===== src/rtl/wshb_arb_pkg.sv =====
// Shared types for the two-master Wishbone arbiter.
// Grant encoding, master indices and bus field widths.
package wshb_arb_pkg;

  typedef enum logic [1:0] {
    GNT_NONE,
    GNT_VGA,
    GNT_MIRE
  } gnt_t;

  localparam logic M_VGA  = 1'b0;
  localparam logic M_MIRE = 1'b1;

  localparam int DAT_W = 32;
  localparam int SEL_W = 4;
  localparam int CTI_W = 3;
  localparam int BTE_W = 2;

  // Request bundle minus the address: dat, we, sel, cti, bte, cyc, stb.
  localparam int REQ_XW = DAT_W + 1 + SEL_W + CTI_W + BTE_W + 1 + 1;

  function automatic logic is_req(input logic cyc, input logic stb);
    return cyc & stb;
  endfunction

endpackage


===== src/rtl/wshb_if.sv =====
// Classic Wishbone bus bundle shared by masters and slaves.
// The master modport drives the request; the slave drives ack and data.
interface wshb_if
  import wshb_arb_pkg::*;
#(
  parameter int ADR_W = 32
);

  logic [ADR_W-1:0] adr;
  logic [DAT_W-1:0] dat_ms;
  logic [DAT_W-1:0] dat_sm;
  logic             we;
  logic [SEL_W-1:0] sel;
  logic [CTI_W-1:0] cti;
  logic [BTE_W-1:0] bte;
  logic             cyc;
  logic             stb;
  logic             ack;

  modport master (
    output adr, dat_ms, we, sel, cti, bte, cyc, stb,
    input  dat_sm, ack
  );

  modport slave (
    input  adr, dat_ms, we, sel, cti, bte, cyc, stb,
    output dat_sm, ack
  );

endinterface


===== src/rtl/wshb_arb_mux.sv =====
// Combinational request/response steering for the arbiter.
// Owner request goes to the slave; ack only back to the owner.
module wshb_arb_mux
  import wshb_arb_pkg::*;
#(
  parameter int RW = 76
) (
  input  gnt_t             gnt,
  input  logic [RW-1:0]    vga_req,
  input  logic [RW-1:0]    mire_req,
  output logic [RW-1:0]    sdram_req,
  input  logic             sdram_ack,
  input  logic [DAT_W-1:0] sdram_dat,
  output logic             vga_ack,
  output logic             mire_ack,
  output logic [DAT_W-1:0] vga_dat,
  output logic [DAT_W-1:0] mire_dat
);

  // Steer the owner's request out and the slave ack back to it only.
  always_comb begin
    sdram_req = '0;
    vga_ack   = 1'b0;
    mire_ack  = 1'b0;
    unique case (1'b1)
      (gnt == GNT_VGA): begin
        sdram_req = vga_req;
        vga_ack   = sdram_ack;
      end
      (gnt == GNT_MIRE): begin
        sdram_req = mire_req;
        mire_ack  = sdram_ack;
      end
      default: ;
    endcase
  end

  // Read data is harmless to broadcast; only ack qualifies it.
  assign vga_dat  = sdram_dat;
  assign mire_dat = sdram_dat;

endmodule


===== src/rtl/wshb_arbiter2.sv =====
// Two-master Wishbone arbiter: VGA reader and pattern writer to SDRAM.
// Registered grant, round-robin ties, ack-bounded tenure when contended.
module wshb_arbiter2
  import wshb_arb_pkg::*;
#(
  parameter int MAX_GRANT = 64,
  parameter int ADR_W     = 32
) (
  input logic   clk,
  input logic   rst_n,
  wshb_if.slave  wshb_ifs_vga,
  wshb_if.slave  wshb_ifs_mire,
  wshb_if.master wshb_ifm_sdram
);

  localparam int RW    = ADR_W + REQ_XW;
  localparam int CNT_W = $clog2(MAX_GRANT);
  localparam logic [CNT_W-1:0] CNT_TOP = CNT_W'(MAX_GRANT - 1);

  gnt_t             gnt_q;
  gnt_t             gnt_d;
  logic             last_q;
  logic             last_d;
  logic [CNT_W-1:0] cnt_q;
  logic [CNT_W-1:0] cnt_d;

  logic req_vga;
  logic req_mire;
  logic own_cyc;
  logic ack_hit;
  logic cnt_top;

  logic [RW-1:0] vga_req;
  logic [RW-1:0] mire_req;
  logic [RW-1:0] sdram_req;

  logic             vga_ack;
  logic             mire_ack;
  logic [DAT_W-1:0] vga_dat;
  logic [DAT_W-1:0] mire_dat;

  assign req_vga  = is_req(wshb_ifs_vga.cyc, wshb_ifs_vga.stb);
  assign req_mire = is_req(wshb_ifs_mire.cyc, wshb_ifs_mire.stb);

  assign vga_req = {
    wshb_ifs_vga.adr, wshb_ifs_vga.dat_ms,
    wshb_ifs_vga.we, wshb_ifs_vga.sel,
    wshb_ifs_vga.cti, wshb_ifs_vga.bte,
    wshb_ifs_vga.cyc, wshb_ifs_vga.stb
  };

  assign mire_req = {
    wshb_ifs_mire.adr, wshb_ifs_mire.dat_ms,
    wshb_ifs_mire.we, wshb_ifs_mire.sel,
    wshb_ifs_mire.cti, wshb_ifs_mire.bte,
    wshb_ifs_mire.cyc, wshb_ifs_mire.stb
  };

  // Owner's cyc qualifies acks so stray acks are not counted.
  always_comb begin
    own_cyc = 1'b0;
    unique case (1'b1)
      (gnt_q == GNT_VGA):  own_cyc = wshb_ifs_vga.cyc;
      (gnt_q == GNT_MIRE): own_cyc = wshb_ifs_mire.cyc;
      default: ;
    endcase
  end

  assign ack_hit = wshb_ifm_sdram.ack & own_cyc;
  assign cnt_top = (cnt_q == CNT_TOP);

  // Grant FSM: idle arbitration, normal release, forced release.
  always_comb begin
    gnt_d = gnt_q;
    unique case (gnt_q)
      GNT_NONE: begin
        if (req_vga && req_mire)
          gnt_d = (last_q == M_MIRE) ? GNT_VGA : GNT_MIRE;
        else if (req_vga)
          gnt_d = GNT_VGA;
        else if (req_mire)
          gnt_d = GNT_MIRE;
      end
      GNT_VGA: begin
        if (!wshb_ifs_vga.cyc)
          gnt_d = req_mire ? GNT_MIRE : GNT_NONE;
        else if (ack_hit && cnt_top && req_mire)
          gnt_d = GNT_MIRE;
      end
      GNT_MIRE: begin
        if (!wshb_ifs_mire.cyc)
          gnt_d = req_vga ? GNT_VGA : GNT_NONE;
        else if (ack_hit && cnt_top && req_vga)
          gnt_d = GNT_VGA;
      end
      default: gnt_d = GNT_NONE;
    endcase
  end

  // Tenure counter clears on handover and wraps when uncontended.
  always_comb begin
    cnt_d = cnt_q;
    if (gnt_d != gnt_q)
      cnt_d = '0;
    else if (ack_hit)
      cnt_d = cnt_top ? '0 : cnt_q + CNT_W'(1);
  end

  // Remember who was granted last for tie-breaking.
  always_comb begin
    last_d = last_q;
    if (gnt_d != gnt_q) begin
      if (gnt_d == GNT_VGA)
        last_d = M_VGA;
      else if (gnt_d == GNT_MIRE)
        last_d = M_MIRE;
    end
  end

  // Arbiter state registers.
  always_ff @(posedge clk or negedge rst_n) begin
    if (!rst_n) begin
      gnt_q  <= GNT_NONE;
      last_q <= M_MIRE;
      cnt_q  <= '0;
    end else begin
      gnt_q  <= gnt_d;
      last_q <= last_d;
      cnt_q  <= cnt_d;
    end
  end

  wshb_arb_mux #(
    .RW (RW)
  ) u_mux (
    .gnt       (gnt_q),
    .vga_req   (vga_req),
    .mire_req  (mire_req),
    .sdram_req (sdram_req),
    .sdram_ack (wshb_ifm_sdram.ack),
    .sdram_dat (wshb_ifm_sdram.dat_sm),
    .vga_ack   (vga_ack),
    .mire_ack  (mire_ack),
    .vga_dat   (vga_dat),
    .mire_dat  (mire_dat)
  );

  assign {
    wshb_ifm_sdram.adr, wshb_ifm_sdram.dat_ms,
    wshb_ifm_sdram.we, wshb_ifm_sdram.sel,
    wshb_ifm_sdram.cti, wshb_ifm_sdram.bte,
    wshb_ifm_sdram.cyc, wshb_ifm_sdram.stb
  } = sdram_req;

  assign wshb_ifs_vga.ack     = vga_ack;
  assign wshb_ifs_mire.ack    = mire_ack;
  assign wshb_ifs_vga.dat_sm  = vga_dat;
  assign wshb_ifs_mire.dat_sm = mire_dat;

endmodule


===== src/flat_wrapper.sv =====
// flat-port wrapper written by rule: the top's interface ports become plain ports
module wshb_arbiter2_flat import wshb_arb_pkg::*;
#(
  parameter int MAX_GRANT = 64,
  parameter int ADR_W     = 32
)
  (clk, rst_n, wshb_ifs_vga_adr, wshb_ifs_vga_dat_ms, wshb_ifs_vga_we, wshb_ifs_vga_sel, wshb_ifs_vga_cti, wshb_ifs_vga_bte, wshb_ifs_vga_cyc, wshb_ifs_vga_stb, wshb_ifs_vga_dat_sm, wshb_ifs_vga_ack, wshb_ifs_mire_adr, wshb_ifs_mire_dat_ms, wshb_ifs_mire_we, wshb_ifs_mire_sel, wshb_ifs_mire_cti, wshb_ifs_mire_bte, wshb_ifs_mire_cyc, wshb_ifs_mire_stb, wshb_ifs_mire_dat_sm, wshb_ifs_mire_ack, wshb_ifm_sdram_adr, wshb_ifm_sdram_dat_ms, wshb_ifm_sdram_we, wshb_ifm_sdram_sel, wshb_ifm_sdram_cti, wshb_ifm_sdram_bte, wshb_ifm_sdram_cyc, wshb_ifm_sdram_stb, wshb_ifm_sdram_dat_sm, wshb_ifm_sdram_ack);
  wshb_if #(.ADR_W(ADR_W)) wshb_ifs_vga_i ();
  wshb_if #(.ADR_W(ADR_W)) wshb_ifs_mire_i ();
  wshb_if #(.ADR_W(ADR_W)) wshb_ifm_sdram_i ();
  input logic clk;
  input logic rst_n;
  input wire logic [$bits(wshb_ifs_vga_i.adr)-1:0] wshb_ifs_vga_adr;
  input wire logic [$bits(wshb_ifs_vga_i.dat_ms)-1:0] wshb_ifs_vga_dat_ms;
  input wire logic [$bits(wshb_ifs_vga_i.we)-1:0] wshb_ifs_vga_we;
  input wire logic [$bits(wshb_ifs_vga_i.sel)-1:0] wshb_ifs_vga_sel;
  input wire logic [$bits(wshb_ifs_vga_i.cti)-1:0] wshb_ifs_vga_cti;
  input wire logic [$bits(wshb_ifs_vga_i.bte)-1:0] wshb_ifs_vga_bte;
  input wire logic [$bits(wshb_ifs_vga_i.cyc)-1:0] wshb_ifs_vga_cyc;
  input wire logic [$bits(wshb_ifs_vga_i.stb)-1:0] wshb_ifs_vga_stb;
  output wire logic [$bits(wshb_ifs_vga_i.dat_sm)-1:0] wshb_ifs_vga_dat_sm;
  output wire logic [$bits(wshb_ifs_vga_i.ack)-1:0] wshb_ifs_vga_ack;
  input wire logic [$bits(wshb_ifs_mire_i.adr)-1:0] wshb_ifs_mire_adr;
  input wire logic [$bits(wshb_ifs_mire_i.dat_ms)-1:0] wshb_ifs_mire_dat_ms;
  input wire logic [$bits(wshb_ifs_mire_i.we)-1:0] wshb_ifs_mire_we;
  input wire logic [$bits(wshb_ifs_mire_i.sel)-1:0] wshb_ifs_mire_sel;
  input wire logic [$bits(wshb_ifs_mire_i.cti)-1:0] wshb_ifs_mire_cti;
  input wire logic [$bits(wshb_ifs_mire_i.bte)-1:0] wshb_ifs_mire_bte;
  input wire logic [$bits(wshb_ifs_mire_i.cyc)-1:0] wshb_ifs_mire_cyc;
  input wire logic [$bits(wshb_ifs_mire_i.stb)-1:0] wshb_ifs_mire_stb;
  output wire logic [$bits(wshb_ifs_mire_i.dat_sm)-1:0] wshb_ifs_mire_dat_sm;
  output wire logic [$bits(wshb_ifs_mire_i.ack)-1:0] wshb_ifs_mire_ack;
  output wire logic [$bits(wshb_ifm_sdram_i.adr)-1:0] wshb_ifm_sdram_adr;
  output wire logic [$bits(wshb_ifm_sdram_i.dat_ms)-1:0] wshb_ifm_sdram_dat_ms;
  output wire logic [$bits(wshb_ifm_sdram_i.we)-1:0] wshb_ifm_sdram_we;
  output wire logic [$bits(wshb_ifm_sdram_i.sel)-1:0] wshb_ifm_sdram_sel;
  output wire logic [$bits(wshb_ifm_sdram_i.cti)-1:0] wshb_ifm_sdram_cti;
  output wire logic [$bits(wshb_ifm_sdram_i.bte)-1:0] wshb_ifm_sdram_bte;
  output wire logic [$bits(wshb_ifm_sdram_i.cyc)-1:0] wshb_ifm_sdram_cyc;
  output wire logic [$bits(wshb_ifm_sdram_i.stb)-1:0] wshb_ifm_sdram_stb;
  input wire logic [$bits(wshb_ifm_sdram_i.dat_sm)-1:0] wshb_ifm_sdram_dat_sm;
  input wire logic [$bits(wshb_ifm_sdram_i.ack)-1:0] wshb_ifm_sdram_ack;
  assign wshb_ifs_vga_i.adr = wshb_ifs_vga_adr;
  assign wshb_ifs_vga_i.dat_ms = wshb_ifs_vga_dat_ms;
  assign wshb_ifs_vga_i.we = wshb_ifs_vga_we;
  assign wshb_ifs_vga_i.sel = wshb_ifs_vga_sel;
  assign wshb_ifs_vga_i.cti = wshb_ifs_vga_cti;
  assign wshb_ifs_vga_i.bte = wshb_ifs_vga_bte;
  assign wshb_ifs_vga_i.cyc = wshb_ifs_vga_cyc;
  assign wshb_ifs_vga_i.stb = wshb_ifs_vga_stb;
  assign wshb_ifs_vga_dat_sm = wshb_ifs_vga_i.dat_sm;
  assign wshb_ifs_vga_ack = wshb_ifs_vga_i.ack;
  assign wshb_ifs_mire_i.adr = wshb_ifs_mire_adr;
  assign wshb_ifs_mire_i.dat_ms = wshb_ifs_mire_dat_ms;
  assign wshb_ifs_mire_i.we = wshb_ifs_mire_we;
  assign wshb_ifs_mire_i.sel = wshb_ifs_mire_sel;
  assign wshb_ifs_mire_i.cti = wshb_ifs_mire_cti;
  assign wshb_ifs_mire_i.bte = wshb_ifs_mire_bte;
  assign wshb_ifs_mire_i.cyc = wshb_ifs_mire_cyc;
  assign wshb_ifs_mire_i.stb = wshb_ifs_mire_stb;
  assign wshb_ifs_mire_dat_sm = wshb_ifs_mire_i.dat_sm;
  assign wshb_ifs_mire_ack = wshb_ifs_mire_i.ack;
  assign wshb_ifm_sdram_adr = wshb_ifm_sdram_i.adr;
  assign wshb_ifm_sdram_dat_ms = wshb_ifm_sdram_i.dat_ms;
  assign wshb_ifm_sdram_we = wshb_ifm_sdram_i.we;
  assign wshb_ifm_sdram_sel = wshb_ifm_sdram_i.sel;
  assign wshb_ifm_sdram_cti = wshb_ifm_sdram_i.cti;
  assign wshb_ifm_sdram_bte = wshb_ifm_sdram_i.bte;
  assign wshb_ifm_sdram_cyc = wshb_ifm_sdram_i.cyc;
  assign wshb_ifm_sdram_stb = wshb_ifm_sdram_i.stb;
  assign wshb_ifm_sdram_i.dat_sm = wshb_ifm_sdram_dat_sm;
  assign wshb_ifm_sdram_i.ack = wshb_ifm_sdram_ack;
  wshb_arbiter2 #(.MAX_GRANT(MAX_GRANT), .ADR_W(ADR_W)) u_core (.clk(clk), .rst_n(rst_n), .wshb_ifs_vga(wshb_ifs_vga_i), .wshb_ifs_mire(wshb_ifs_mire_i), .wshb_ifm_sdram(wshb_ifm_sdram_i));
endmodule

===== config.mk =====
export PLATFORM = sky130hd
export DESIGN_NAME = wshb_arbiter2_flat
export DESIGN_NICKNAME = d
export VERILOG_FILES = /design/src/rtl/wshb_arb_pkg.sv /design/src/rtl/wshb_if.sv /design/src/rtl/wshb_arb_mux.sv /design/src/rtl/wshb_arbiter2.sv /design/src/flat_wrapper.sv
export SDC_FILE = /design/constraint.sdc
export NUM_CORES = 1
export LEC_CHECK = 0
export ABC_CLOCK_PERIOD_IN_PS = 5530
export CAP_MARGIN = 10
export CORE_AREA = 10 10 121 123
export CTS_BUF_LIST = sky130_fd_sc_hd__clkbuf_16
export DETAILED_ROUTE_END_ITERATION = 12
export DIE_AREA = 0 0 131 133
export GPL_TIMING_DRIVEN = 0
export PLACE_DENSITY = 0.71
export SETUP_SLACK_MARGIN = 0.4
export SYNTH_ARGS = -nofsm -noshare
export SYNTH_HDL_FRONTEND = slang
export SYNTH_SLANG_ARGS = --single-unit

===== constraint.sdc =====
create_clock -name clk -period 5.53 [get_ports clk]
set_input_delay 0.8295 -clock clk [delete_from_list [all_inputs] [get_ports clk]]
set_output_delay 0.8295 -clock clk [all_outputs]
set_load 0.03 [all_outputs]

==> impl_metrics.py <==
metrics = {
    "outcome": {
        "outcome": "finished clean",
    },
    "timing": {
        "setup_viol": 0,
        "setup_slack_ps": 1470,
        "tns_ps": 0,
        "timing.clock.skew_ps": 2.27,
        "rsz0062_at_grt": "false",
        "maxSlewHeadroom_pct": 51.2,
        "fmax_mhz": 246,
        "tightest_slew_ps": 733,
        "hold_ws_ps": 466,
        "post-route-period-util_pct": 73.4,
        "slew_violations": 0,
        "finalHoldViolCount": 0,
        "period_needed_ps": 4060,
    },
    "worst_hold_path": {
        "hold_class": "reg -> reg",
    },
    "cts": {
        "clkLatencyLatePin_ps": 230,
        "htree_levels": 1,
        "holdBufCountCts": 0,
        "cts_tree": "built",
        "clkSinkCount": 9,
        "cts-buffers-inserted": 3,
        "post_cts.repair.setup_buffers": 0,
        "cts_root_buf": "clkbuf_16",
        "cts.path.max_buffers": 2,
        "post_cts_resized": 0,
        "clk_pin_slew_ps": 40,
    },
    "floorplan": {
        "fp.dieH_um": 133,
        "die-area_mm2": 0.0174,
        "initial_core_util_pct": 19.4,
        "io-pin-count": 329,
        "fp.dieW_um": 131,
        "rows": 41,
        "core_area_mm2": 0.0124,
    },
    "yosys": {
        "syn_nets": 519,
        "yosys_warnings": 0,
        "synth_edf_count": 0,
        "synth_top_cell_by_area": "a22oi_1",
        "synthFlopType": "dfrtp_1",
        "synthArstFlopShare_pct": 100,
        "yosysTopAreaCellShare_pct": 23.8,
        "yosysUniqueCellTypes": 39,
        "synth_area_leaders": "a22oi_1, buf_4, nor2b_1",
        "seq_area_frac_synth_pct": 9.47,
        "synth.avg_cell_area_um2": 7.34,
        "synth_area_mm2": 0.00239,
        "synthCells": 326,
        "ys_ff_latch": 9,
    },
    "final_layout": {
        "area_growth_pct": 136,
        "diodes": 0,
        "instances_no_fill": 797,
        "post-route-util_pct": 45.6,
        "final_nets": 819,
        "drive_above_1_share_pct": 12.8,
    },
    "detailed_routing": {
        "antenna_left": 0,
        "vias_per_cell": 4.44,
        "drt_wl_total_um": 15100,
        "via_count": 3536,
        "dr.pass1.iters": 4,
        "drc": 0,
        "wire_per_inst_um": 18.9,
        "drtIter0Drc": 149,
    },
    "placement": {
        "globalplace.congestion": 0.844,
        "placed_cells": 793,
        "io_buffers": 295,
        "pre_cts_slack_ps": 1610,
        "dp_hpwl_um": 13400,
    },
    "power_and_ir_drop": {
        "leakage_nw": 2.06,
        "p_per_area_mw_per_mm2": 372,
        "ir_worst_vdd_uv": 199,
    },
    "global_route": {
        "grt_pass1_vias": 3757,
        "grt_max_degree": 11,
        "grt_pass1_wl_um": 21100,
        "overflow": 0,
        "antenna_found_initial": 0,
        "grt_usage_pct": 15.3,
    },
    "worst_setup_path": {
        "crit_arrival_ps": 3230,
        "startpoint_type": "register",
        "end_kind": "output port",
        "cp_max_fo": 10,
        "path_class": "reg -> out",
        "worstPathRequired_ps": 4700,
    },
    "flow_run": {
        "maxCapViolCount": 0,
    },
}
==> through the flow <==
step / cell area [µm²] / total power, mW
after detailed placement: 5560 / 2.00
after global routing: 5640 / 2.24
after CTS: 5640 / 2.13
final: 5640 / 2.10
after floorplan: 2390 / 1.24
after global placement: 5560 / 1.98
==> critical path, cell delays in order, from the launching register on <==
cell             delay (ps)
dfrtp_1                 460
inv_1                   120
ha_1                    140
buf_4                   150
clkbuf_1                570
clkbuf_1                510
a22oi_1                 200
nor2b_1                 150
clkdlybuf4s50_1         700
==> logic make-up (layout without fill, tap and decap cells) <==
family          count (synthesis)  count (layout)  synth area share [%]
mux                             3               3                  1.26
fa+ha+maj                       6               6                  3.14
simple gates                  114             114                  28.8
xor+xnor                        3               3                  1.10
compound gates                 95              95                  30.5
buf+inv                        96             395                  25.7
flops                           9               9                  9.47
==> worst paths after layout <==
path / startpoint / end / slack, ps / cells past startpoint
max in group asynchronous: rst_n / u_core.last_q / 4290 / 1
max reg2reg: u_core.gnt_q[0] / u_core.last_q / 2840 / 11
min: u_core.last_q / u_core.last_q / 470 / 2
max: u_core.gnt_q[0] / wshb_ifm_sdram_stb / 1470 / 8
min reg2reg: u_core.last_q / u_core.last_q / 470 / 2
min in group asynchronous: rst_n / u_core.cnt_q[0] / 910 / 1
==> Yosys cell counts, types with 2 or more instances <==
library cell,instances
clkbuf_1,21
a21oi_1,5
nand4_1,3
dfrtp_1,8
nand2_1,8
a21o_1,2
mux2i_1,3
inv_1,5
nor2_1,10
xor2_1,2
a31oi_1,3
a22oi_1,76
ha_1,6
o21ai_0,2
buf_4,66
nand3_1,4
nor2b_1,76
buf_1,3
and2_1,3
==> registers in the layout, indices dropped and copies added (netlist names) <==
register / count
u_core.cnt_q: 6
u_core.gnt_q: 2
u_core.last_q: 1
==> cell type report <==
class	count	area, µm²
Fill cell	1175	6720
Timing Repair Buffer	295	2950
Multi-Input combinational cell	221	1550
Buffer	91	597
Sequential cell	9	226
Tap cell	172	215
Clock buffer	3	75.1
Inverter	5	18.8
Clock inverter	1	3.75
==> where the power goes <==
| group | internal (mW) | leakage (nW) | switching [mW] |
|---|---|---|---|
| Clock | 0.0944 | 0.0423 | 0.0310 |
| Combinational | 0.822 | 1.90 | 1.05 |
| Sequential | 0.0791 | 0.120 | 0.0175 |
==> per-layer routing <==
layer | part of all wire (%) | routed length [µm] | track usage, % | vias up
li1 | - | - | - | 1695
met1 | 35 | 5340 | 15.3 | 1620
met2 | 52 | 7890 | 29.6 | 209
met3 | 11 | 1680 | 5.03 | 12
met4 | 1.1 | 159 | 2.66 | 0
met5 | 0 | 0 | 0 | -
==> cells in the final DEF, fill, tap and decap left out, types with 4 or more instances in the layout <==
master,netlist,routed
nor2_1,10,10
clkdlybuf4s50_1,0,295
dfrtp_1,8,8
ha_1,6,6
a22oi_1,76,76
nand3_1,4,4
nor2b_1,76,76
buf_4,66,66
inv_1,5,6
a21oi_1,5,5
clkbuf_1,21,21
nand2_1,8,8
Power figures use the tool's default switching activity.
